`config.mk`:
```
export PLATFORM = sky130hd
export DESIGN_NAME = acq_strobe_accum_flat
export DESIGN_NICKNAME = d
export VERILOG_FILES = /design/src/rtl/acq_strobe_accum_if.sv /design/src/rtl/acq_strobe_accum.sv /design/src/flat_wrapper.sv
export SDC_FILE = /design/constraint.sdc
export NUM_CORES = 1
export LEC_CHECK = 0
export ABC_AREA = 0
export BUFFER_PORTS_ARGS = -buffer_cell sky130_fd_sc_hd__buf_4
export CAP_MARGIN = 40
export CORE_ASPECT_RATIO = 0.8
export CORE_UTILIZATION = 55
export DETAILED_ROUTE_END_ITERATION = 8
export MAX_ROUTING_LAYER = met4
export PLACE_DENSITY = 0.78
export SETUP_SLACK_MARGIN = 0.2
export SYNTH_ARGS = -nofsm -noshare
export SYNTH_HDL_FRONTEND = slang
export SYNTH_SLANG_ARGS = --single-unit
```
`constraint.sdc`:
```
create_clock -name clk_sys -period 4.1 [get_ports clk_sys]
set_clock_uncertainty 0.1 [all_clocks]
set_input_delay 0.41 -clock clk_sys [delete_from_list [all_inputs] [get_ports clk_sys]]
set_output_delay 0.41 -clock clk_sys [all_outputs]
set_load 0.1 [all_outputs]
```
`src/rtl/acq_strobe_accum_if.sv`:
```
// acq_strobe_accum_if: result handshake between the strobe accumulator and the host
interface acq_strobe_accum_if #(
  parameter int ACC_W = 28,
  parameter int CNT_W = 16
);
  logic [ACC_W-1:0] acc_data;
  logic [CNT_W-1:0] acq_cnt;
  logic [CNT_W-1:0] add_cnt;
  logic out_valid;
  logic out_ready;
  logic ovf;
  modport master (output acc_data, acq_cnt, add_cnt, out_valid, ovf, input out_ready);
  modport slave (input acc_data, acq_cnt, add_cnt, out_valid, ovf, output out_ready);
endinterface

```
`src/rtl/acq_strobe_accum.sv`:
```
// acq_strobe_accum: synchronises gated acquisition strobes, captures and stacks ADC samples
module acq_strobe_accum #(
  parameter int ADC_W = 12,
  parameter int ACC_W = 28,
  parameter int CNT_W = 16,
  parameter int SYNC_STAGES = 2
) (
  input  logic clk_sys,
  input  logic rst_n,
  input  logic start,
  input  logic clk_acq,
  input  logic clk_add,
  input  logic entop,
  input  logic [ADC_W-1:0] adc_data,
  output logic busy,
  acq_strobe_accum_if.master res
);
  typedef enum logic [2:0] {IDLE, ARM, ACQ, FLUSH, OUT} state_t;
  state_t state, state_nx;
  logic [SYNC_STAGES-1:0] acq_sr, add_sr, top_sr;
  logic acq_q, add_q, top_q;
  logic acq_stb, add_stb, top_s, top_fall;
  logic proc;
  logic [ADC_W-1:0] sample_reg;
  logic signed [ACC_W:0] sum;
  logic clamp;
  logic [ACC_W-1:0] acc_nx;
  // Synchroniser chains plus one edge-detect stage per asynchronous input
  always_ff @(posedge clk_sys or negedge rst_n) begin
    if (!rst_n) begin
      acq_sr <= '0;
      add_sr <= '0;
      top_sr <= '0;
      acq_q <= 1'b0;
      add_q <= 1'b0;
      top_q <= 1'b0;
    end else begin
      acq_sr <= {acq_sr[SYNC_STAGES-2:0], clk_acq};
      add_sr <= {add_sr[SYNC_STAGES-2:0], clk_add};
      top_sr <= {top_sr[SYNC_STAGES-2:0], entop};
      acq_q <= acq_sr[SYNC_STAGES-1];
      add_q <= add_sr[SYNC_STAGES-1];
      top_q <= top_sr[SYNC_STAGES-1];
    end
  end
  // Edge strobes and saturating sum of the accumulator with the previously captured sample
  always_comb begin
    acq_stb = acq_sr[SYNC_STAGES-1] & ~acq_q;
    add_stb = add_sr[SYNC_STAGES-1] & ~add_q;
    top_s = top_sr[SYNC_STAGES-1];
    top_fall = ~top_s & top_q;
    sum = $signed({res.acc_data[ACC_W-1], res.acc_data}) + (ACC_W+1)'($signed(sample_reg));
    clamp = sum[ACC_W] != sum[ACC_W-1];
    acc_nx = !clamp ? sum[ACC_W-1:0] : sum[ACC_W] ? {1'b1, {(ACC_W-1){1'b0}}} : {1'b0, {(ACC_W-1){1'b1}}};
  end
  // State register
  always_ff @(posedge clk_sys or negedge rst_n) begin
    if (!rst_n) state <= IDLE;
    else state <= state_nx;
  end
  // Next-state logic
  always_comb begin
    state_nx = state;
    case (state)
      IDLE:  state_nx = start ? ARM : IDLE;
      ARM:   state_nx = top_s ? ACQ : ARM;
      ACQ:   state_nx = top_fall ? FLUSH : ACQ;
      FLUSH: state_nx = OUT;
      OUT:   state_nx = res.out_ready ? IDLE : OUT;
      default: state_nx = IDLE;
    endcase
  end
  // State-decoded outputs; strobes only count in ACQ and the single FLUSH cycle
  always_comb begin
    busy = state != IDLE;
    res.out_valid = state == OUT;
    proc = state == ACQ || state == FLUSH;
  end
  // Sample capture, accumulation and strobe counters; cleared by an accepted start
  always_ff @(posedge clk_sys or negedge rst_n) begin
    if (!rst_n) begin
      sample_reg <= '0;
      res.acc_data <= '0;
      res.acq_cnt <= '0;
      res.add_cnt <= '0;
      res.ovf <= 1'b0;
    end else if (state == IDLE && start) begin
      sample_reg <= '0;
      res.acc_data <= '0;
      res.acq_cnt <= '0;
      res.add_cnt <= '0;
      res.ovf <= 1'b0;
    end else if (proc) begin
      if (acq_stb) begin
        sample_reg <= adc_data;
        res.acq_cnt <= res.acq_cnt + CNT_W'(!(&res.acq_cnt));
      end
      if (add_stb) begin
        res.acc_data <= acc_nx;
        res.add_cnt <= res.add_cnt + CNT_W'(!(&res.add_cnt));
        if (clamp) res.ovf <= 1'b1;
      end
    end
  end
endmodule
```
`src/flat_wrapper.sv`:
```
// flat-port wrapper written by rule: the top's interface ports become plain ports
module acq_strobe_accum_flat 
#(
  parameter int ADC_W = 12,
  parameter int ACC_W = 28,
  parameter int CNT_W = 16,
  parameter int SYNC_STAGES = 2
)
  (clk_sys, rst_n, start, clk_acq, clk_add, entop, adc_data, busy, res_acc_data, res_acq_cnt, res_add_cnt, res_out_valid, res_ovf, res_out_ready);
  acq_strobe_accum_if #(.ACC_W(ACC_W), .CNT_W(CNT_W)) res_i ();
  input  logic clk_sys;
  input  logic rst_n;
  input  logic start;
  input  logic clk_acq;
  input  logic clk_add;
  input  logic entop;
  input  logic [ADC_W-1:0] adc_data;
  output logic busy;
  output wire logic [$bits(res_i.acc_data)-1:0] res_acc_data;
  output wire logic [$bits(res_i.acq_cnt)-1:0] res_acq_cnt;
  output wire logic [$bits(res_i.add_cnt)-1:0] res_add_cnt;
  output wire logic [$bits(res_i.out_valid)-1:0] res_out_valid;
  output wire logic [$bits(res_i.ovf)-1:0] res_ovf;
  input wire logic [$bits(res_i.out_ready)-1:0] res_out_ready;
  assign res_acc_data = res_i.acc_data;
  assign res_acq_cnt = res_i.acq_cnt;
  assign res_add_cnt = res_i.add_cnt;
  assign res_out_valid = res_i.out_valid;
  assign res_ovf = res_i.ovf;
  assign res_i.out_ready = res_out_ready;
  acq_strobe_accum #(.ADC_W(ADC_W), .ACC_W(ACC_W), .CNT_W(CNT_W), .SYNC_STAGES(SYNC_STAGES)) u_core (.clk_sys(clk_sys), .rst_n(rst_n), .start(start), .clk_acq(clk_acq), .clk_add(clk_add), .entop(entop), .adc_data(adc_data), .busy(busy), .res(res_i));
endmodule
```
# After elaboration in Yosys (flattened, before gate mapping)
# Cells that the tools add are included.
# Widths: inputs -> output; s select.
# op_classes
n_eq_ne	5
bitwise_logic	6
add_sub_neg	3
n_reduce_logical	15
muxes	23
# op_table
cell	n
$mux 28	5
$mux 16	6
$mux 12	3
$add 16x1->16	2
$reduce_and 16->1	2
$add 28x12->29	1
$pmux 3 s5	1
$reduce_bool 2->1	4
$eq 3x2->1 const B	2
$mux 1	6
$reduce_and 2->1	2
$and 1x1->1	3
$eq 3x1->1 const B	1
$eq 3x3->1 const B	1
$logic_not 3->1	1
$mux 3	1
$not 1->1	3
$reduce_and 3->1	1
$reduce_bool 3->1	1
$logic_not 1->1	2
$mux 2	1
$logic_and 1x1->1	1
$logic_or 1x1->1	1
$ne 1x1->1	1
# totals
in_bits	19
ff_bits	85
out_inout_bits	63
wordCells	64

# Logic depth before layout (Yosys ltp)
# Gate-level depths: netlist (run 1).
# depth
depth_word	6
depth_mapped	12

# Worst setup path after synthesis (run 1)
# Ideal clock, no wire load.
# synth_path
path_kind	register -> register
from	register u_core.res.acc_data[0]
to	register u_core.res.acc_data[15]
path_slack_ns	0.651
period_less_slack_ns	3.449
arrival_time_ns	3.219
path_stages_with_launch	12
setup_ns	0.129
path_cell_list	dfrtp_1 > ha_1 > fa_1 > a21o_1 > a221o_2 > nand4_1 > a31oi_1 > o211ai_1 > nand3_1 > a31oi_4 > buf_6 > a22oi_2
# synth_between
elab_chain_cells	6
word_cells_on_any_way	7
# synth_lines
element	line_no	text
start, declared	acq_strobe_accum_if.sv:12	modport master (output acc_data, acq_cnt, add_cnt, out_valid, ovf, input out_ready);
start signal, assigned	acq_strobe_accum.sv:99	res.acc_data <= acc_nx;
$add 28x12->29 *	acq_strobe_accum.sv:52	sum = $signed({res.acc_data[ACC_W-1], res.acc_data}) + (ACC_W+1)'($signed(sample_reg));
$mux 28 / $ne 1x1->1 (equally long branches)	acq_strobe_accum.sv:54, acq_strobe_accum.sv:53	
$mux 28 *	acq_strobe_accum.sv:54	acc_nx = !clamp ? sum[ACC_W-1:0] : sum[ACC_W] ? {1'b1, {(ACC_W-1){1'b0}}} : {1'b0, {(ACC_W-1){1'b1}}};
$mux 28 *	acq_strobe_accum.sv:98	if (add_stb) begin
$mux 28 *	acq_strobe_accum.sv:93	end else if (proc) begin
$mux 28 *	acq_strobe_accum.sv:87	end else if (state == IDLE && start) begin
# Mark *: on every way between the ends. The rest lies on a longest branch, timed or not. The select of a mux whose other input is x is not followed.
# A chain may end at the register's enable or synchronous reset.

# Final worst setup path (run 1)
# layout_path
from	register u_core.sample_reg[11]
to	register u_core.res.acc_data[26]
# layout_between
elab_chain_cells	6
word_cells_on_any_way	7
# layout_lines
element	line_no	text
start, declared	acq_strobe_accum.sv:24	logic [ADC_W-1:0] sample_reg;
start signal, assigned	acq_strobe_accum.sv:95	sample_reg <= adc_data;
$add 28x12->29 *	acq_strobe_accum.sv:52	
$mux 28 / $ne 1x1->1 (equally long branches)	acq_strobe_accum.sv:54, acq_strobe_accum.sv:53	
$mux 28 *	acq_strobe_accum.sv:54	
$mux 28 *	acq_strobe_accum.sv:98	
$mux 28 *	acq_strobe_accum.sv:93	
$mux 28 *	acq_strobe_accum.sv:87	
# Marked as above.

==> impl_metrics.toml, run 1 <==
[floorplanning]
fp-row-count = 31
io_pins = 82
coreArea_um2 = 9231
initial_core_util_pct = 57.60
dieArea_um2 = 10070
die_w_um = 111.9
fp.dieH_um = 89.95

[synthesis]
synthFlopType = "dfrtp_1"
yosys_warnings = 0
syn-cell-area_um2 = 5318
syn_nets = 642
ys_seq_area_share_pct = 40.00
synth-seq-cells = 85
ys_types = 64
synth-async-reset-ratio_pct = 100.0
synth_edf_count = 0
postSynthCellCount = 590
synth.avg_cell_area_um2 = 9.013

[placed_design]
placed_cell_area_um2 = 5972
port_buffers = 81
hpwl_um = 9005
finalWeightedCongestion = 0.8854

[setup_path]
crit_path_start_kind = "flip-flop"
max_stage_delay_ps = 690
end_kind = "flip-flop"
worstRegToRegCells = 9
path_max_fanout = 28
crit_chain = "ha_1, a21o_1, a21oi_2, a21bo_2, or2_2, o21ai_4, o221a_2, a21boi_0, a32oi_1"
crit_slowest_cell = "dfrtp_1"
arrival_ps = 3700
path_class = "flip-flop to flip-flop"
crit_required_ps = 4260

[detailed_routing]
vias = 4565
drtAntennaViolNets = 0
first_pass_iters = 6
wl_met2_um = 5687
drc_errors = 2
routed-wl-met3_um = 625
route.top_layer_used = "met4"
wl_met1_um = 5939
avgRoutedWirePerCell_um = 15.86
drtIter0Drc = 299
via_per_inst = 5.838
drt-total-wl_um = 12400

[final_layout]
register_area_um2 = 2127
fin_util_pct = 68.00
reg_top3 = "u_core.res.acc_data (28), u_core.res.acq_cnt (16), u_core.res.add_cnt (16)"
top_register = "u_core.res.acc_data"
final_area_um2 = 6277
nFillCells = 760
largest_register_ffs = 28
area_delta_synth_final_pct = 18.05
n_antenna_cell = 0
final_nets = 714
multi_input_area_um2 = 2983
final_layout_size_suffix_gt1_share_pct = 19.34

[worst_hold_path]
hold_depth = 1
hold_class = "input pin to flip-flop"

[sta]
max-slew-margin-rel_pct = 37.09
period_share_pct = 86.53
slew_viol_final = 0
max_freq_ghz = 0.2819
finalSetupViolations = 0
worst_pin_slew_ps = 935.1
finalHoldViolCount = 0
rsz0062_at_grt = "no"
fin_setup_tns_ps = 0
period_minus_slack_ps = 3548

[clocking]
h-tree-depth = 3
clkTransAtPathRegs_ps = 60
cts_tree = "done"
cts.path.max_buffers = 2
cts_num_sinks = 85
clockRootBuffer = "clkbuf_16"
cts_buffers = 9
worstSkewPairLatency_ps = 350

[grt]
grt.total_usage_pct = 26.96
grt_pass1_vias = 4349
grt-ovfl-total = 0
antenna_found_initial = 0
grt_pass1_wl_um = 21110
grt_max_degree = 56

[pwr]
leakage_nw = 3.071
power_density_nw_per_um2 = 614.1
ir_drop_v = 0.0004459

[status]
outcome = "complete, but fails checks"
violations = "DRC"

[job]
maxCapViolations = 0
-- synthesized netlist by cell type, types with 10 or more instances --
cell type   n  area [um2]
o21ai_1    21       105.1
xor2_1     32       280.3
nand2_1    97       364.1
ha_1       32       400.4
o21ai_0    18       90.09
inv_1      10       37.54
dfrtp_1    85        2127
nand3_1    23       115.1
clkbuf_1   16       60.06
nor2_1     41       153.9
xnor2_1    17       148.9
nand4_1    10       62.56
a21oi_1    64       320.3
a21o_1     11       82.58
and3_1     11       68.82
-- worst max-delay path: cells and delay by family, from the launching register on --
family	cells	cell delay [ps]
adder cells (fa/ha/maj)	1	430
AO/OA/AOI/OAI	7	1910
AND/OR/NAND/NOR	1	320
flip-flops	1	690
-- placed cells by master, fill, tap and decap left out, types with 3 or more instances in the layout --
cell and count:
a21boi_0 4, a21o_1 11, a21oi_1 64, a21oi_2 3, a22o_1 3, a31oi_1 6, and2_1 4, and3_1 11
and4_1 3, buf_4 87, clkbuf_16 9, dfrtp_1 85, ha_1 32, inv_1 10, nand2_1 97, nand2b_1 3
nand3_1 23, nand3b_1 3, nand4_1 10, nor2_1 40, nor2b_1 6, nor3_1 5, o211ai_1 4, o21ai_0 18
o21ai_1 21, or3_1 3, xnor2_1 17, xor2_1 32
-- cell type report --
type                    count  share of cell area, %
clock buffers              11                  4.026
repair buffers             89                  11.00
multi-input cells         467                  47.52
well taps                 115                  2.292
clock inverters             5                 0.6777
inverters                  10                 0.5980
flip-flops and latches     85                  33.88
-- power breakdown --
group / total (mW) / switching [mW] / internal, mW
Combinational: 1.92 / 1.40 / 0.517
Sequential: 1.13 / 0.157 / 0.976
Clock: 0.803 / 0.352 / 0.451
Total: 3.86 / 1.91 / 1.94
-- logic make-up after synthesis --
family,count (synthesis),share of synthesized area [%]
simple gates,216,18.64
compound gates,167,21.06
fa+ha+maj,33,7.906
buf+inv,38,3.953
mux,2,0.3765
xor+xnor,49,8.071
flops,85,40.00
-- timing repair --
action / in CTS / in global routing
endpoints found under the hold margin: 30 / 0
resized for setup: 0 / 0
hold buffers: 1 / 0
buffers inserted: 0 / 0
-- routing by layer --
metal,up-vias,track usage (%)
met5,-,-
met2,133,40.68
li1,2241,-
met1,2175,37.05
met4,0,8.333
met3,16,4.922
-- through the flow --
| step | power [mW] | std cells | setup WS, ps | hold slack, ps |
|---|---|---|---|---|
| 3_5_place_dp | 3.052 | 765 | 643.7 | 237.9 |
| 6_report | 3.855 | 782 | 552.1 | 67.73 |
| 2_1_floorplan | 2.642 | 590 | 651.3 | 14.41 |
| 4_1_cts | 3.871 | 782 | 599.5 | 61.05 |
| 5_1_grt | 4.068 | 782 | 289.6 | 57.43 |
| 3_3_place_gp | 3.000 | 764 | 739.9 | 235.2 |
-- final timing paths --
check / slack (ps) / endpoint / startpoint
max: 550 / u_core.res.acc_data[26]$_DFFE_PN0P_ / u_core.sample_reg[11]$_DFFE_PN0P_
min: 70 / u_core.top_sr[0]$_DFF_PN0_ / entop
max reg2reg: 550 / u_core.res.acc_data[26]$_DFFE_PN0P_ / u_core.sample_reg[11]$_DFFE_PN0P_
min reg2reg: 250 / u_core.acq_sr[1]$_DFF_PN0_ / u_core.acq_sr[0]$_DFF_PN0_
max in group asynchronous: 2850 / u_core.res.acq_cnt[12]$_DFFE_PN0P_ / rst_n
min in group asynchronous: 450 / u_core.res.acc_data[15]$_DFFE_PN0P_ / rst_n
Power figures use the tool's default switching activity.
==> inputs of run 2 (changes only) <==
==> constraint.sdc (replaced) <==
create_clock -name clk_sys -period 4.3 [get_ports clk_sys]
set_clock_uncertainty 0.1 [all_clocks]
set_input_delay 0.43 -clock clk_sys [delete_from_list [all_inputs] [get_ports clk_sys]]
set_output_delay 0.43 -clock clk_sys [all_outputs]
set_load 0.01 [all_outputs]
==> run 2 against run 1 <==
  * The flow still finishes with violations (DRC)
  * Clock power up 7.6%
  * Wire length up 0.73%
  * Non-clock buffer count up 1
  * Clock-buffer cell count down 2
  * Die area unchanged
  * Cell area up 0.60%
  * Critical path type unchanged
  * Critical endpoint unchanged
==> impl_metrics.toml, run 2 (synthesized netlist as in run 1, its figures left out) <==
[status]
outcome = "complete, but fails checks"
violations = "DRC"

[sta]
worst_pin_slew_ps = 719.9
period_share_pct = 83.12
finalSetupViolations = 0
period_minus_slack_ps = 3574
setup_ws_ps = 725.8
max_freq_ghz = 0.2798
finalHoldViolCount = 0
slew_viol_final = 0
max-slew-margin-rel_pct = 51.95
rsz0062_at_grt = "no"
fin_setup_tns_ps = 0

[grt]
grt_max_degree = 55
grt_pass1_vias = 4372
grt.total_usage_pct = 26.74
grt-ovfl-total = 0
antenna_found_initial = 0
grt_pass1_wl_um = 20800

[setup_path]
path_class = "flip-flop to flip-flop"
end_kind = "flip-flop"
crit_path_start_kind = "flip-flop"
crit_required_ps = 4470
arrival_ps = 3740
path_max_fanout = 14

[detailed_routing]
first_pass_iters = 8
drt-total-wl_um = 12490
vias = 4591
via_per_inst = 5.863
drc_errors = 1
drtIter0Drc = 250
drtAntennaViolNets = 0
avgRoutedWirePerCell_um = 15.95

[floorplanning]
io_pins = 82
die_w_um = 111.9
dieArea_um2 = 10070
initial_core_util_pct = 57.60
coreArea_um2 = 9231
fp-row-count = 31
fp.dieH_um = 89.95

[clocking]
worstSkewPairLatency_ps = 350
cts.path.max_buffers = 2
cts_resized = 0
cts_num_sinks = 85
cts_buffers = 9
cts_setup_buffers = 0
h-tree-depth = 3
clkTransAtPathRegs_ps = 70
clockRootBuffer = "clkbuf_16"
cts_tree = "done"
hold_buffers = 1

[placed_design]
dp.cells = 765
placed_cell_area_um2 = 5972
pre_cts_slack_ps = 804.0
port_buffers = 81
finalWeightedCongestion = 0.9133
hpwl_um = 8979

[pwr]
ir_drop_v = 0.0002902
leakage_nw = 3.091
power_density_nw_per_um2 = 497.7

[final_layout]
top_register = "u_core.res.acc_data"
fin_util_pct = 68.41
largest_register_ffs = 28
area_delta_synth_final_pct = 18.75
nFillCells = 712
final_nets = 715
final_layout_size_suffix_gt1_share_pct = 19.46
n_antenna_cell = 0
most-common-layout-cells = "nand2_1 (97), buf_4 (87), dfrtp_1 (85)"
final_cells = 783
reg_top3 = "u_core.res.acc_data (28), u_core.res.acq_cnt (16), u_core.res.add_cnt (16)"
layout_commonest_cell = "nand2_1"
register_area_um2 = 2127
multi_input_area_um2 = 2983
final_area_um2 = 6315

[job]
maxCapViolations = 0

[worst_hold_path]
hold_class = "input pin to flip-flop"
==> run 2: per-layer routing <==
metal / share of wire [%] / vias to the layer above / GRT usage [%] / wire length (um)
met1: 46 / 2194 / 35.46 / 5799
met5: 0 / - / - / 0
met4: 1.6 / 0 / 8.778 / 206
met2: 46 / 143 / 40.84 / 5747
met3: 5.9 / 24 / 5.934 / 739
li1: - / 2230 / - / -
==> run 2: worst paths after layout <==
check	from	cells past startpoint	end	slack, ps
setup / recovery	u_core.sample_reg[11]$_DFFE_PN0P_	10	u_core.res.acc_data[26]$_DFFE_PN0P_	730
min in group asynchronous	rst_n	2	u_core.res.acc_data[15]$_DFFE_PN0P_	480
hold reg to reg	u_core.add_sr[0]$_DFF_PN0_	0	u_core.add_sr[1]$_DFF_PN0_	250
hold / removal	entop	1	u_core.top_sr[0]$_DFF_PN0_	80
max in group asynchronous	rst_n	3	u_core.res.acc_data[0]$_DFFE_PN0P_	3010
setup reg to reg	u_core.sample_reg[11]$_DFFE_PN0P_	10	u_core.res.acc_data[26]$_DFFE_PN0P_	730
==> run 2: cell type report <==
cell class	count	share of cell area, %
multi-input cells	467	47.24
well taps	115	2.279
repair buffers	90	11.02
inverters	10	0.5944
flip-flops and latches	85	33.68
clock inverters	7	1.625
clock buffers	9	3.566
==> run 2: critical path, stage by stage (launching register included) <==
cell	delay (ps)
dfrtp_1	700
buf_4	240
ha_1	330
a21o_1	210
a21o_1	190
a21oi_1	410
mux2i_1	160
a41oi_2	560
buf_4	280
a21boi_0	90
a32oi_1	220
==> run 2: where the power goes <==
part           internal, mW  leakage, nW  switching, mW
Sequential            0.930         1.15          0.152
Combinational         0.487         1.78          0.710
Clock                 0.518        0.163          0.346
==> run 2: stage by stage <==
stage	power, mW	hold slack [ps]
floorplan	1.905	34.41
global placement	2.239	235.3
detailed placement	2.277	240.5
CTS	3.152	74.57
global route	3.337	69.65
finish	3.143	77.00
==> inputs of run 3 (changes only) <==
--- a/config.mk
+++ b/config.mk
@@ -9,10 +9,10 @@
 export BUFFER_PORTS_ARGS = -buffer_cell sky130_fd_sc_hd__buf_4
 export CAP_MARGIN = 40
 export CORE_ASPECT_RATIO = 0.8
-export CORE_UTILIZATION = 55
+export CORE_UTILIZATION = 52
 export DETAILED_ROUTE_END_ITERATION = 8
 export MAX_ROUTING_LAYER = met4
-export PLACE_DENSITY = 0.78
+export PLACE_DENSITY = 0.77
 export SETUP_SLACK_MARGIN = 0.2
 export SYNTH_ARGS = -nofsm -noshare
 export SYNTH_HDL_FRONTEND = slang
==> constraint.sdc (replaced) <==
create_clock -name clk_sys -period 3.2 [get_ports clk_sys]
set_clock_uncertainty 0.1 [all_clocks]
set_input_delay 0.32 -clock clk_sys [delete_from_list [all_inputs] [get_ports clk_sys]]
set_output_delay 0.32 -clock clk_sys [all_outputs]
set_load 0.01 [all_outputs]
==> run 3 against run 2 <==
  * The run now ends clean
  * Clock-buffer cell count up 1
  * Sequential power up 33%
  * Global-route usage up 0.79 points
  * Sequential cell count unchanged
  * Worst setup slack worse by 540 ps
  * Combinational power up 51%
  * Core utilization up 0.43 points
  * Die area up 5.7%
  * Critical path depth unchanged
  * Maximum frequency up 19%
  * Largest cell class unchanged
==> impl_metrics.toml, run 3 (synthesized netlist as in run 1, its figures left out) <==
[status]
outcome = "finished, final reports clean"

[clocking]
h-tree-depth = 3
worstSkewPairLatency_ps = 350
cts_num_sinks = 85
clkTransAtPathRegs_ps = 70
cts_tree = "done"
cts.path.max_buffers = 2
clockRootBuffer = "clkbuf_16"
cts_buffers = 9

[sta]
setup_ws_ps = 189.8
finalHoldViolCount = 0
fin_setup_tns_ps = 0
worst_pin_slew_ps = 706.5
period_minus_slack_ps = 3010
slew_viol_final = 0
rsz0062_at_grt = "yes"
max-slew-margin-rel_pct = 52.87
max_freq_ghz = 0.3322
hold-worst-slack_ps = 102.7
period_share_pct = 94.07
finalSetupViolations = 0

[placed_design]
pre_cts_slack_ps = 24.70
placed_cell_area_um2 = 6063
finalWeightedCongestion = 0.8814
port_buffers = 81
hpwl_um = 9373

[detailed_routing]
drt-total-wl_um = 13780
drc_errors = 0
drtAntennaViolNets = 0
via_per_inst = 5.722
drtIter0Drc = 274
vias = 4772
first_pass_iters = 5
avgRoutedWirePerCell_um = 16.52

[floorplanning]
initial_core_util_pct = 54.43
io_pins = 82
coreArea_um2 = 9769
fp-row-count = 32
die_w_um = 115.1
fp.dieH_um = 92.45
dieArea_um2 = 10640

[pwr]
p_clk_share_pct = 24.8
seqPwrFrac_pct = 33.3
p_comb_share_pct = 41.9
ir_drop_v = 0.0003546
switching_share_pct = 39.45
switching_power_mw = 1.701
leakage_nw = 3.240
power_mw = 4.312
power_density_nw_per_um2 = 641.2
p_int_mw = 2.611

[final_layout]
layout_commonest_cell = "buf_4"
final_layout_size_suffix_gt1_share_pct = 24.93
top_register = "u_core.res.acc_data"
largest_register_ffs = 28
n_antenna_cell = 0
most-common-layout-cells = "buf_4 (104), nand2_1 (97), dfrtp_1 (83)"
final_area_um2 = 6725
final_nets = 745
reg_top3 = "u_core.res.acc_data (28), u_core.res.acq_cnt (16), u_core.res.add_cnt (16)"
area_delta_synth_final_pct = 26.47

[grt]
grt-ovfl-total = 0
grt_max_degree = 53
grt.total_usage_pct = 27.54
grt_pass1_vias = 4551
grt_pass1_wl_um = 22140
antenna_found_initial = 0

[setup_path]
crit_path_start_kind = "flip-flop"
crit_required_ps = 3330
arrival_ps = 3140
r2r_slack_ps = 190
path_max_fanout = 4
end_kind = "flip-flop"
path_class = "flip-flop to flip-flop"

[worst_hold_path]
hold_class = "input pin to flip-flop"

[job]
maxCapViolations = 0
[run 3: power groups by stage]
| stage | combinational (mW) | clock, mW | sequential, mW |
|---|---|---|---|
| final | 1.81 | 1.07 | 1.44 |
| after global routing | 1.99 | 1.12 | 1.46 |
| after floorplan | 1.10 | 0 | 1.46 |
| after detailed placement | 1.64 | 0 | 1.47 |
| after CTS | 1.70 | 1.09 | 1.45 |
| after global placement | 1.59 | 0 | 1.46 |
[run 3: what timing repair did]
action                                 in CTS  in global routing
endpoints found under the hold margin      36                  0
pin swaps                                   8                 13
gates cloned                                3                  0
setup buffers                               9                  9
resized for setup                          17                 23
hold buffers                                4                  0
setup endpoints to repair                  27                 32
[run 3: cell type report]
| class | count | area [um2] |
|---|---|---|
| clock inverter | 6 | 70.07 |
| fill | 791 | 3044 |
| timing repair buffer | 120 | 996.0 |
| inverter | 10 | 37.54 |
| sequential | 85 | 2130 |
| multi-input combinational | 467 | 3093 |
| clock buffer | 10 | 229.0 |
| tap | 136 | 170.2 |
[run 3: per-layer routing]
metal	wire length (um)	track usage (%)
met5	0	-
met4	255	9.848
met3	854	4.908
met2	6293	41.72
met1	6372	37.15
[run 3: worst paths after layout]
check                                                        start                                   to  cells after the start
worst max-delay path            u_core.res.acc_data[1]$_DFFE_PN0P_  u_core.res.acc_data[15]$_DFFE_PN0P_                     10
worst min-delay path                                 res_out_ready            u_core.state[2]$_DFF_PN0_                      2
worst max register to register  u_core.res.acc_data[1]$_DFFE_PN0P_  u_core.res.acc_data[15]$_DFFE_PN0P_                     10
worst min register to register          u_core.add_sr[0]$_DFF_PN0_           u_core.add_sr[1]$_DFF_PN0_                      0
max in group asynchronous                                    rst_n    u_core.sample_reg[11]$_DFFE_PN0P_                      3
min in group asynchronous                                    rst_n  u_core.res.acc_data[26]$_DFFE_PN0P_                      2
[run 3: worst max-delay path, cell delays in order, from the launching register on]
cell      delay (ps)
dfrtp_2          450
ha_1             320
a211o_1          290
a2111o_1         500
nand4_4          120
a21oi_2          110
o21ai_4          240
a41oi_2          200
buf_4            210
a21boi_0         240
a22oi_2           90
[run 3: through the flow]
stage | util (%) | std cells
floorplan | - | 590
global placement | 61.78 | 792
detailed placement | 62.06 | 793
CTS | 67.41 | 825
global route | 68.84 | 834
finish | 68.84 | 834
